<file path="src/rtl/majority_pkg.sv">
// Shared definitions for the majority-voter self-test (majority_bist).
//   bist_state_e : FSM state type for the sequencer
//   PatternW     : width of the voter pattern index {c,b,a}
//   ErrW         : width of the saturating mismatch counter
//   majority()   : reference 2-of-3 vote used to form the expected result
package majority_pkg;

  localparam int unsigned PatternW = 3;
  localparam int unsigned ErrW     = 4;

  typedef enum logic [2:0] {
    StIdle,
    StApply,
    StSettle,
    StSample,
    StDone
  } bist_state_e;

  // Pattern bit 0 is input a, bit 1 is b, bit 2 is c.
  function automatic logic majority(input logic [PatternW-1:0] p);
    return (p[0] & p[1]) | (p[0] & p[2]) | (p[1] & p[2]);
  endfunction

endpackage

</file>
<file path="src/rtl/bist_settle_cnt.sv">
// Loadable down-counter that times the settle window of each pattern.
//   clk      : rising-edge clock
//   rst_n    : asynchronous active-low reset (count -> 0)
//   load     : load load_val this cycle (priority over en)
//   en       : decrement while non-zero
//   load_val : value loaded on load
//   tc       : terminal count, high while the count is zero
module bist_settle_cnt #(
  parameter int unsigned Width = 4
) (
  input  logic             clk,
  input  logic             rst_n,
  input  logic             load,
  input  logic             en,
  input  logic [Width-1:0] load_val,
  output logic             tc
);

  logic [Width-1:0] cnt_d, cnt_q;

  always_comb begin
    cnt_d = cnt_q;
    if (load) begin
      cnt_d = load_val;
    end else if (en && (cnt_q != '0)) begin
      cnt_d = cnt_q - Width'(1);
    end
  end

  always_ff @(posedge clk or negedge rst_n) begin
    if (!rst_n) begin
      cnt_q <= '0;
    end else begin
      cnt_q <= cnt_d;
    end
  end

  assign tc = (cnt_q == '0);

endmodule

</file>
<file path="src/rtl/majority_bist.sv">
// Built-in self-test sequencer for a 3-input majority voter.
// Walks patterns 0..PATTERN_LAST onto vote_{c,b,a}, waits SETTLE_CYCLES
// (including the dut_result input register), then compares the voter output
// against the reference majority.
//   clk, rst_n          : clock, asynchronous active-low reset
//   start               : level-sampled run request (ignored while busy)
//   vote_a/b/c          : pattern driven to the voter under test
//   dut_result          : voter output returned from the voter under test
//   busy, done, pass    : run status; pass valid while done
//   err_count           : mismatching patterns, saturating at 15
//   first_fail          : index of the first mismatch, 0 if none
// Build option: define MAJORITY_BIST_LOOP_EN to restart a passing run
// automatically after one cycle in DONE (continuous soak).
module majority_bist
  import majority_pkg::*;
#(
  parameter int unsigned SETTLE_CYCLES = 4,
  parameter int unsigned PATTERN_LAST  = 7
) (
  input  logic                clk,
  input  logic                rst_n,
  input  logic                start,
  output logic                vote_a,
  output logic                vote_b,
  output logic                vote_c,
  input  logic                dut_result,
  output logic                busy,
  output logic                done,
  output logic                pass,
  output logic [ErrW-1:0]     err_count,
  output logic [PatternW-1:0] first_fail
);

  localparam logic [PatternW-1:0] LastIdx    = PatternW'(PATTERN_LAST);
  // The result register eats one settle cycle, so the timer covers the rest.
  localparam logic [3:0]          SettleLoad = 4'(SETTLE_CYCLES - 1);

  bist_state_e         state_d, state_q;
  logic [PatternW-1:0] idx_d, idx_q;
  logic [ErrW-1:0]     err_d, err_q;
  logic [PatternW-1:0] ff_d, ff_q;
  logic                pass_d, pass_q;
  logic                res_q;
  logic                cnt_load, cnt_en, cnt_tc;
  logic                launch, mismatch;

  bist_settle_cnt #(
    .Width(4)
  ) u_settle_cnt (
    .clk     (clk),
    .rst_n   (rst_n),
    .load    (cnt_load),
    .en      (cnt_en),
    .load_val(SettleLoad),
    .tc      (cnt_tc)
  );

  always_comb begin
    state_d  = state_q;
    idx_d    = idx_q;
    err_d    = err_q;
    ff_d     = ff_q;
    pass_d   = pass_q;
    cnt_load = 1'b0;
    cnt_en   = 1'b0;
    launch   = 1'b0;
    mismatch = 1'b0;
    unique case (state_q)
      StIdle: begin
        if (start) launch = 1'b1;
      end
      StApply: begin
        cnt_load = 1'b1;
        state_d  = StSettle;
      end
      StSettle: begin
        if (cnt_tc) state_d = StSample;
        else        cnt_en  = 1'b1;
      end
      StSample: begin
        mismatch = (res_q != majority(idx_q));
        if (mismatch) begin
          if (err_q == '0) ff_d = idx_q;
          if (err_q != '1) err_d = err_q + ErrW'(1);
        end
        if (idx_q == LastIdx) begin
          state_d = StDone;
          pass_d  = (err_d == '0);
        end else begin
          idx_d   = idx_q + PatternW'(1);
          state_d = StApply;
        end
      end
      StDone: begin
        if (start) launch = 1'b1;
`ifdef MAJORITY_BIST_LOOP_EN
        else if (pass_q) launch = 1'b1;
`endif
      end
      default: state_d = StIdle;
    endcase
    if (launch) begin
      state_d = StApply;
      idx_d   = '0;
      err_d   = '0;
      ff_d    = '0;
      pass_d  = 1'b0;
    end
  end

  always_ff @(posedge clk or negedge rst_n) begin
    if (!rst_n) begin
      state_q <= StIdle;
      idx_q   <= '0;
      err_q   <= '0;
      ff_q    <= '0;
      pass_q  <= 1'b0;
      res_q   <= 1'b0;
    end else begin
      state_q <= state_d;
      idx_q   <= idx_d;
      err_q   <= err_d;
      ff_q    <= ff_d;
      pass_q  <= pass_d;
      res_q   <= dut_result;
    end
  end

  always_comb begin
    busy = (state_q == StApply) || (state_q == StSettle) || (state_q == StSample);
    done = (state_q == StDone);
    {vote_c, vote_b, vote_a} = busy ? idx_q : '0;
  end

  assign pass       = pass_q;
  assign err_count  = err_q;
  assign first_fail = ff_q;

endmodule

</file>
<file path="config.mk">
export PLATFORM = sky130hd
export DESIGN_NAME = majority_bist
export DESIGN_NICKNAME = d
export VERILOG_FILES = /design/src/rtl/majority_pkg.sv /design/src/rtl/bist_settle_cnt.sv /design/src/rtl/majority_bist.sv
export SDC_FILE = /design/constraint.sdc
export NUM_CORES = 1
export LEC_CHECK = 0
export CORE_MARGIN = 2
export CORE_UTILIZATION = 50
export CTS_BUF_LIST = sky130_fd_sc_hd__clkbuf_8
export CTS_CLUSTER_DIAMETER = 120
export DETAILED_ROUTE_END_ITERATION = 8
export PLACE_DENSITY = 0.72
export SLEW_MARGIN = 10
export SYNTH_ARGS = -nofsm -noshare
export SYNTH_HDL_FRONTEND = slang
export SYNTH_SLANG_ARGS = --single-unit
</file>
<file path="constraint.sdc">
create_clock -name clk -period 2.4 [get_ports clk]
set_input_delay 0.72 -clock clk [delete_from_list [all_inputs] [get_ports clk]]
set_output_delay 0.72 -clock clk [all_outputs]
set_load 0.02 [all_outputs]
</file>
# Word level (Yosys, flattened, before mapping)
# Index checks and enable logic that the tools add are counted.
dict set report word_totals {
  reg_bits 19
  inputBits 4
  out_inout_bits 13
  wordCells 70
}
dict set report classes {
  addsub 3
  eq_ne 10
  mux 27
  bitwise_logic 5
  reduce_logical 18
}
# cell n
set op_table {}
lappend op_table {{two-way mux 3 bit} 11}
lappend op_table {{two-way mux 4 bit} 7}
lappend op_table {{zero test 4 bit} 3}
lappend op_table {{case mux 3 bit (4 select lines)} 1}
lappend op_table {{nonzero test 2 bit} 5}
lappend op_table {{two-way mux 1 bit} 8}
lappend op_table {{equality test 3 x 2 -> 1 bit, second input constant} 2}
lappend op_table {{equality test 3 bit, second input constant} 2}
lappend op_table {{AND reduction 2 bit} 3}
lappend op_table {{adder 4 x 1 -> 4 bit, second input constant} 1}
lappend op_table {{!= test 4 bit, second input constant} 1}
lappend op_table {{nonzero test 4 bit} 1}
lappend op_table {{subtractor 4 x 1 -> 4 bit, second input constant} 1}
lappend op_table {{adder 3 x 1 -> 3 bit, second input constant} 1}
lappend op_table {{bitwise AND 1 bit} 3}
lappend op_table {{equality test 3 x 1 -> 1 bit, second input constant} 1}
lappend op_table {{zero test 3 bit} 1}
lappend op_table {{!= test 3 bit, second input constant} 1}
lappend op_table {{AND reduction 3 bit} 1}
lappend op_table {{logical OR 1 bit} 2}
lappend op_table {{!= test 2 x 1 -> 1 bit, second input constant} 1}
lappend op_table {{!= test 2 bit, second input constant} 1}
lappend op_table {{bitwise OR 1 bit} 2}
lappend op_table {{OR reduction 2 bit} 1}
lappend op_table {{2 further kinds} 2}

# Depth between registers and ports, before layout
# Gate-level depths: netlist of the first run.
dict set report depth {
  word_depth 10
  mapped_depth 6
  depth_no_buf 6
}

# Modules after synthesis
# From an unflattened synthesis of the first run, not the netlist that was laid out.
dict set report hier_totals {
  cells_unflattened 124
  area_unflattened_um2 1137.3
}
# module n_inst cells_per_inst area_per_inst_um2 seq_area_each_um2
set by_module_without_submodules {}
lappend by_module_without_submodules {majority_bist 1 97 867.1 375.4}
lappend by_module_without_submodules {bist_settle_cnt 1 27 270.3 100.1}

# Worst setup path after synthesis of the first run
# No wires, ideal clock.
dict set report synth_timing {
  path_type {register to output}
  start {reg state_q[0]}
  end {out vote_a}
  arrival_time_ps 1309
  required_time_ps 1680
  setup_slack_ps 371
  stages_incl_launch_ff 5
  path_buffers 1
  cell_sequence {dfrtp_1 > clkbuf_1 > nor2_1 > nor2_1 > and2_1}
}
dict set report synth_between {
  elab_chain_len 4
  word_cells_on_any_way 6
  classes_between {eq/ne (3); mux (1); reduce/logical (2)}
}
# element line
set synth_rtl {}
lappend synth_rtl {{from (decl)} majority_bist.sv:38} ;# bist_state_e state_d, state_q;
lappend synth_rtl {{from (signal assigned)} majority_bist.sv:113} ;# state_q <= StIdle;
lappend synth_rtl {{from (signal assigned)} majority_bist.sv:120} ;# state_q <= state_d;
lappend synth_rtl {{equality test 3 x 1 -> 1 bit or equality test 3 x 2 -> 1 bit (tied branches)} majority_bist.sv:130} ;# busy = (state_q == StApply) || (state_q == StSettle) || (state_q == StSample);
lappend synth_rtl {{logical OR 1 bit} majority_bist.sv:130}
lappend synth_rtl {{logical OR 1 bit *} majority_bist.sv:130}
lappend synth_rtl {{net busy} majority_bist.sv:27} ;# output logic busy,
lappend synth_rtl {{two-way mux 3 bit *} majority_bist.sv:132} ;# {vote_c, vote_b, vote_a} = busy ? idx_q : '0;
lappend synth_rtl {{to (decl)} majority_bist.sv:23} ;# output logic vote_a,
# Mark *: on every way through the listed nets, which the timed path passes. The rest lies on a longest branch.

# Worst setup path after layout of the first run
dict set report layout_timing {
  start {reg state_q[2]}
  end {out busy}
}
dict set report layout_between {
  elab_chain_len 3
  word_cells_on_any_way 5
  classes_between {eq/ne (3); reduce/logical (2)}
}
# element line
set layout_rtl {}
lappend layout_rtl {{equality test 3 x 1 -> 1 bit or equality test 3 x 2 -> 1 bit (tied branches)} majority_bist.sv:130}
lappend layout_rtl {{logical OR 1 bit} majority_bist.sv:130}
lappend layout_rtl {{logical OR 1 bit *} majority_bist.sv:130}
lappend layout_rtl {{to (decl)} majority_bist.sv:27}
# Every way passes the cells marked *; elsewhere a longest branch is shown, timed or not.

==> results.json, run 1 <==
{
  "worstSkewPairLatency_ns": 0.25,
  "fmax_ghz": 0.434,
  "crit_start": "state_q[2]",
  "slowest_delay_ns": 0.65,
  "place_ws_ns": 0.191,
  "p_per_area_nw_per_um2": 1230,
  "row_count": 16,
  "drv_cap": 0,
  "pwr-share-clk": 0.134,
  "synthCells": 110,
  "grt_pass1_vias": 774,
  "tritoncts": "done",
  "worstPathArrival_ns": 1.58,
  "clk_path_buf_depth": 2,
  "gp_congestion": 0.726,
  "holdPathStages": 2,
  "die_w_um": 50.1,
  "grt_max_degree": 20,
  "crit_chain": "nor2_1 > clkdlybuf4s50_1",
  "finClkSkew_ns": 0.00422,
  "grt_pass1_wl_um": 3560,
  "synth_fp_nets": 120,
  "dp_cells": 153,
  "critPathKind": "reg -> out",
  "dr.pass1.iters": 4,
  "ir_drop_uv": 689,
  "ys_seq_area_frac": 0.447,
  "nets": 141,
  "swShare": 0.429,
  "fin_ws_ns": 0.0957,
  "antenna_left": 0,
  "drtIter0Drc": 14,
  "die_y_um": 50.1,
  "post_cts_buffers": 0,
  "syn2layout_area_growth_pct": 23.7,
  "io_buffer_count": 16,
  "slew_viol_final": 0,
  "fin_crit_sh": 0.960,
  "slew-limit-headroom": 0.690,
  "viasPerCell": 5.46,
  "synthesis.area_um2": 1060,
  "p_sw_uw": 693,
  "drive_gt1_frac": 0.0846,
  "cts.clk_slew.worst_paths_ns": 0.07,
  "rsz0062_at_grt": "no",
  "grt_overflow": 0,
  "synth_area_per_cell_um2": 9.68,
  "ys_dominant_reg_cell": "dfrtp_1",
  "yosysWarnings": 0,
  "reg2reg_depth": 6,
  "setup_viol": 0,
  "slowest_stage": "clkdlybuf4s50_1",
  "cts_htree_levels": 1,
  "internal_power_uw": 923,
  "path_max_fanout": 8,
  "power_mw": 1.62,
  "fin_cells": 157,
  "min_from": "first_fail[1]",
  "wirelength_um": 2150,
  "min_period_ns": 2.30,
  "finalHoldViolations": 0,
  "cp.required_ns": 1.68,
  "diodes": 0,
  "cts_root_buf": "clkbuf_8",
  "antenna_found_initial": 0,
  "vias": 858,
  "synth_edf_count": 0,
  "setup_tns_ns": 0,
  "cp-start-kind": "flip-flop",
  "synth_cell_types": 33,
  "initial_core_util": 0.537,
  "dieArea_um2": 2510,
  "synth_seq_cells": 19,
  "route.detailed.drc": 0,
  "worst_pin_slew_ns": 0.460,
  "num_io_pins": 17,
  "p_comb_frac": 0.517,
  "numCtsBuffers": 3,
  "p_leak_nw": 0.651,
  "clkSinkCount": 19,
  "dp_hpwl_um": 1630,
  "power.share.sequential": 0.348,
  "post-route-util": 0.665,
  "endpoint_kind": "primary output",
  "async_flop_share": 1.00,
  "post_drt_wl_per_cell_um": 13.7,
  "n_fill_cell": 158,
  "grt_use_total": 0.188,
  "status": "completed",
  "coreArea_um2": 1980,
  "rr_startpoint": "idx_q[0]",
  "hold_class": "reg -> reg"
}
## layer usage
metal	share of wire	global-route usage
met5	0	0
met1	0.42	0.240
met2	0.51	0.316
met4	0.017	0.0741
met3	0.054	0.0298
## what timing repair did
action                                  4_1_cts  5_1_grt
hold buffers                                  0        0
pin swaps                                     0        0
endpoints found under the setup margin        4        2
resized for setup                             4        2
## per-stage QoR
stage / instance area [um2] / hold slack [ns]
2_1_floorplan: 1060 / 0.424
3_3_place_gp: 1270 / 0.502
3_5_place_dp: 1270 / 0.514
4_1_cts: 1310 / 0.530
5_1_grt: 1320 / 0.567
6_report: 1320 / 0.523
## placed cells by master (no fill, tap or decap), types with 3 or more instances in the layout
cell,instances
and2_1,4
o21ai_1,4
inv_1,7
xnor2_1,4
clkdlybuf4s50_1,12
a21oi_1,5
mux2i_1,3
clkbuf_8,3
dfrtp_1,18
ha_1,6
o21ai_0,5
nor2_1,13
nand3_1,5
nand2_1,10
## final cells by class
cell class	count	area (um2)	area share
clock buffers	3	41.3	0.0313
clock inverters	1	3.75	0.00285
inverters	6	22.5	0.0171
multi-input cells	83	562	0.426
flip-flops and latches	19	477	0.362
well taps	27	33.8	0.0256
repair buffers	18	178	0.135
## Yosys cell counts (2+ instances only)
library cell | count | area share
o21ai_0 | 5 | 0.023
nand3_1 | 5 | 0.023
and2_1 | 4 | 0.023
nand2_1 | 10 | 0.035
xnor2_1 | 4 | 0.033
nor3_1 | 2 | 0.0094
ha_1 | 6 | 0.071
clkbuf_1 | 2 | 0.0071
nor2_1 | 14 | 0.049
and4b_1 | 2 | 0.019
a21oi_1 | 5 | 0.023
a211oi_1 | 2 | 0.014
mux2i_1 | 3 | 0.028
o21ai_1 | 4 | 0.019
inv_1 | 6 | 0.021
dfrtp_1 | 19 | 0.45
## flip-flops by register name, summed over array words and instances (netlist names)
register / cells
first_fail: 3
err_count: 4
state_q: 3
pass: 1
res_q: 1
u_settle_cnt.cnt_q: 4
idx_q: 3
## final timing paths
path	endpoint	slack, ns
max	busy	0.1
min reg2reg	first_fail[1]	0.52
max in group asynchronous	state_q[1]	1.37
min	first_fail[1]	0.52
min in group asynchronous	idx_q[0]	0.80
max reg2reg	first_fail[2]	0.34
## logic make-up (layout without fill, tap and decap cells)
family / count (synthesis) / count (layout) / synth area share
AO/OA/AOI/OAI: 23 / 23 / 0.153
flip-flops: 19 / 19 / 0.447
multiplexers: 3 / 3 / 0.0282
AND/OR/NAND/NOR: 46 / 46 / 0.233
buffers and inverters: 8 / 28 / 0.0282
adder cells (fa/ha/maj): 6 / 6 / 0.0705
XOR/XNOR: 5 / 5 / 0.0411
## critical path, delay by kind of cell (launching register included)
kind | cells | cell delay (ns)
flops | 1 | 0.46
simple gates | 1 | 0.23
buf+inv | 1 | 0.65
## power by group through the flow
stage | combinational (mW) | clock, mW | sequential, mW
final | 0.836 | 0.217 | 0.563
after global routing | 0.929 | 0.241 | 0.582
after CTS | 0.844 | 0.222 | 0.563
after detailed placement | 0.849 | 0 | 0.565
after global placement | 0.827 | 0 | 0.558
after floorplan | 0.537 | 0 | 0.587
Note: power is estimated with default switching activity, not from simulation.
==> run 2, diff against run 1 <==
--- a/config.mk
+++ b/config.mk
@@ -15,3 +15,4 @@
 export SYNTH_ARGS = -nofsm -noshare
 export SYNTH_HDL_FRONTEND = slang
 export SYNTH_SLANG_ARGS = --single-unit
+export TNS_END_PERCENT = 20
==> results of run 2 <==
Final layout, timing and power as in run 1 (identical DEF).
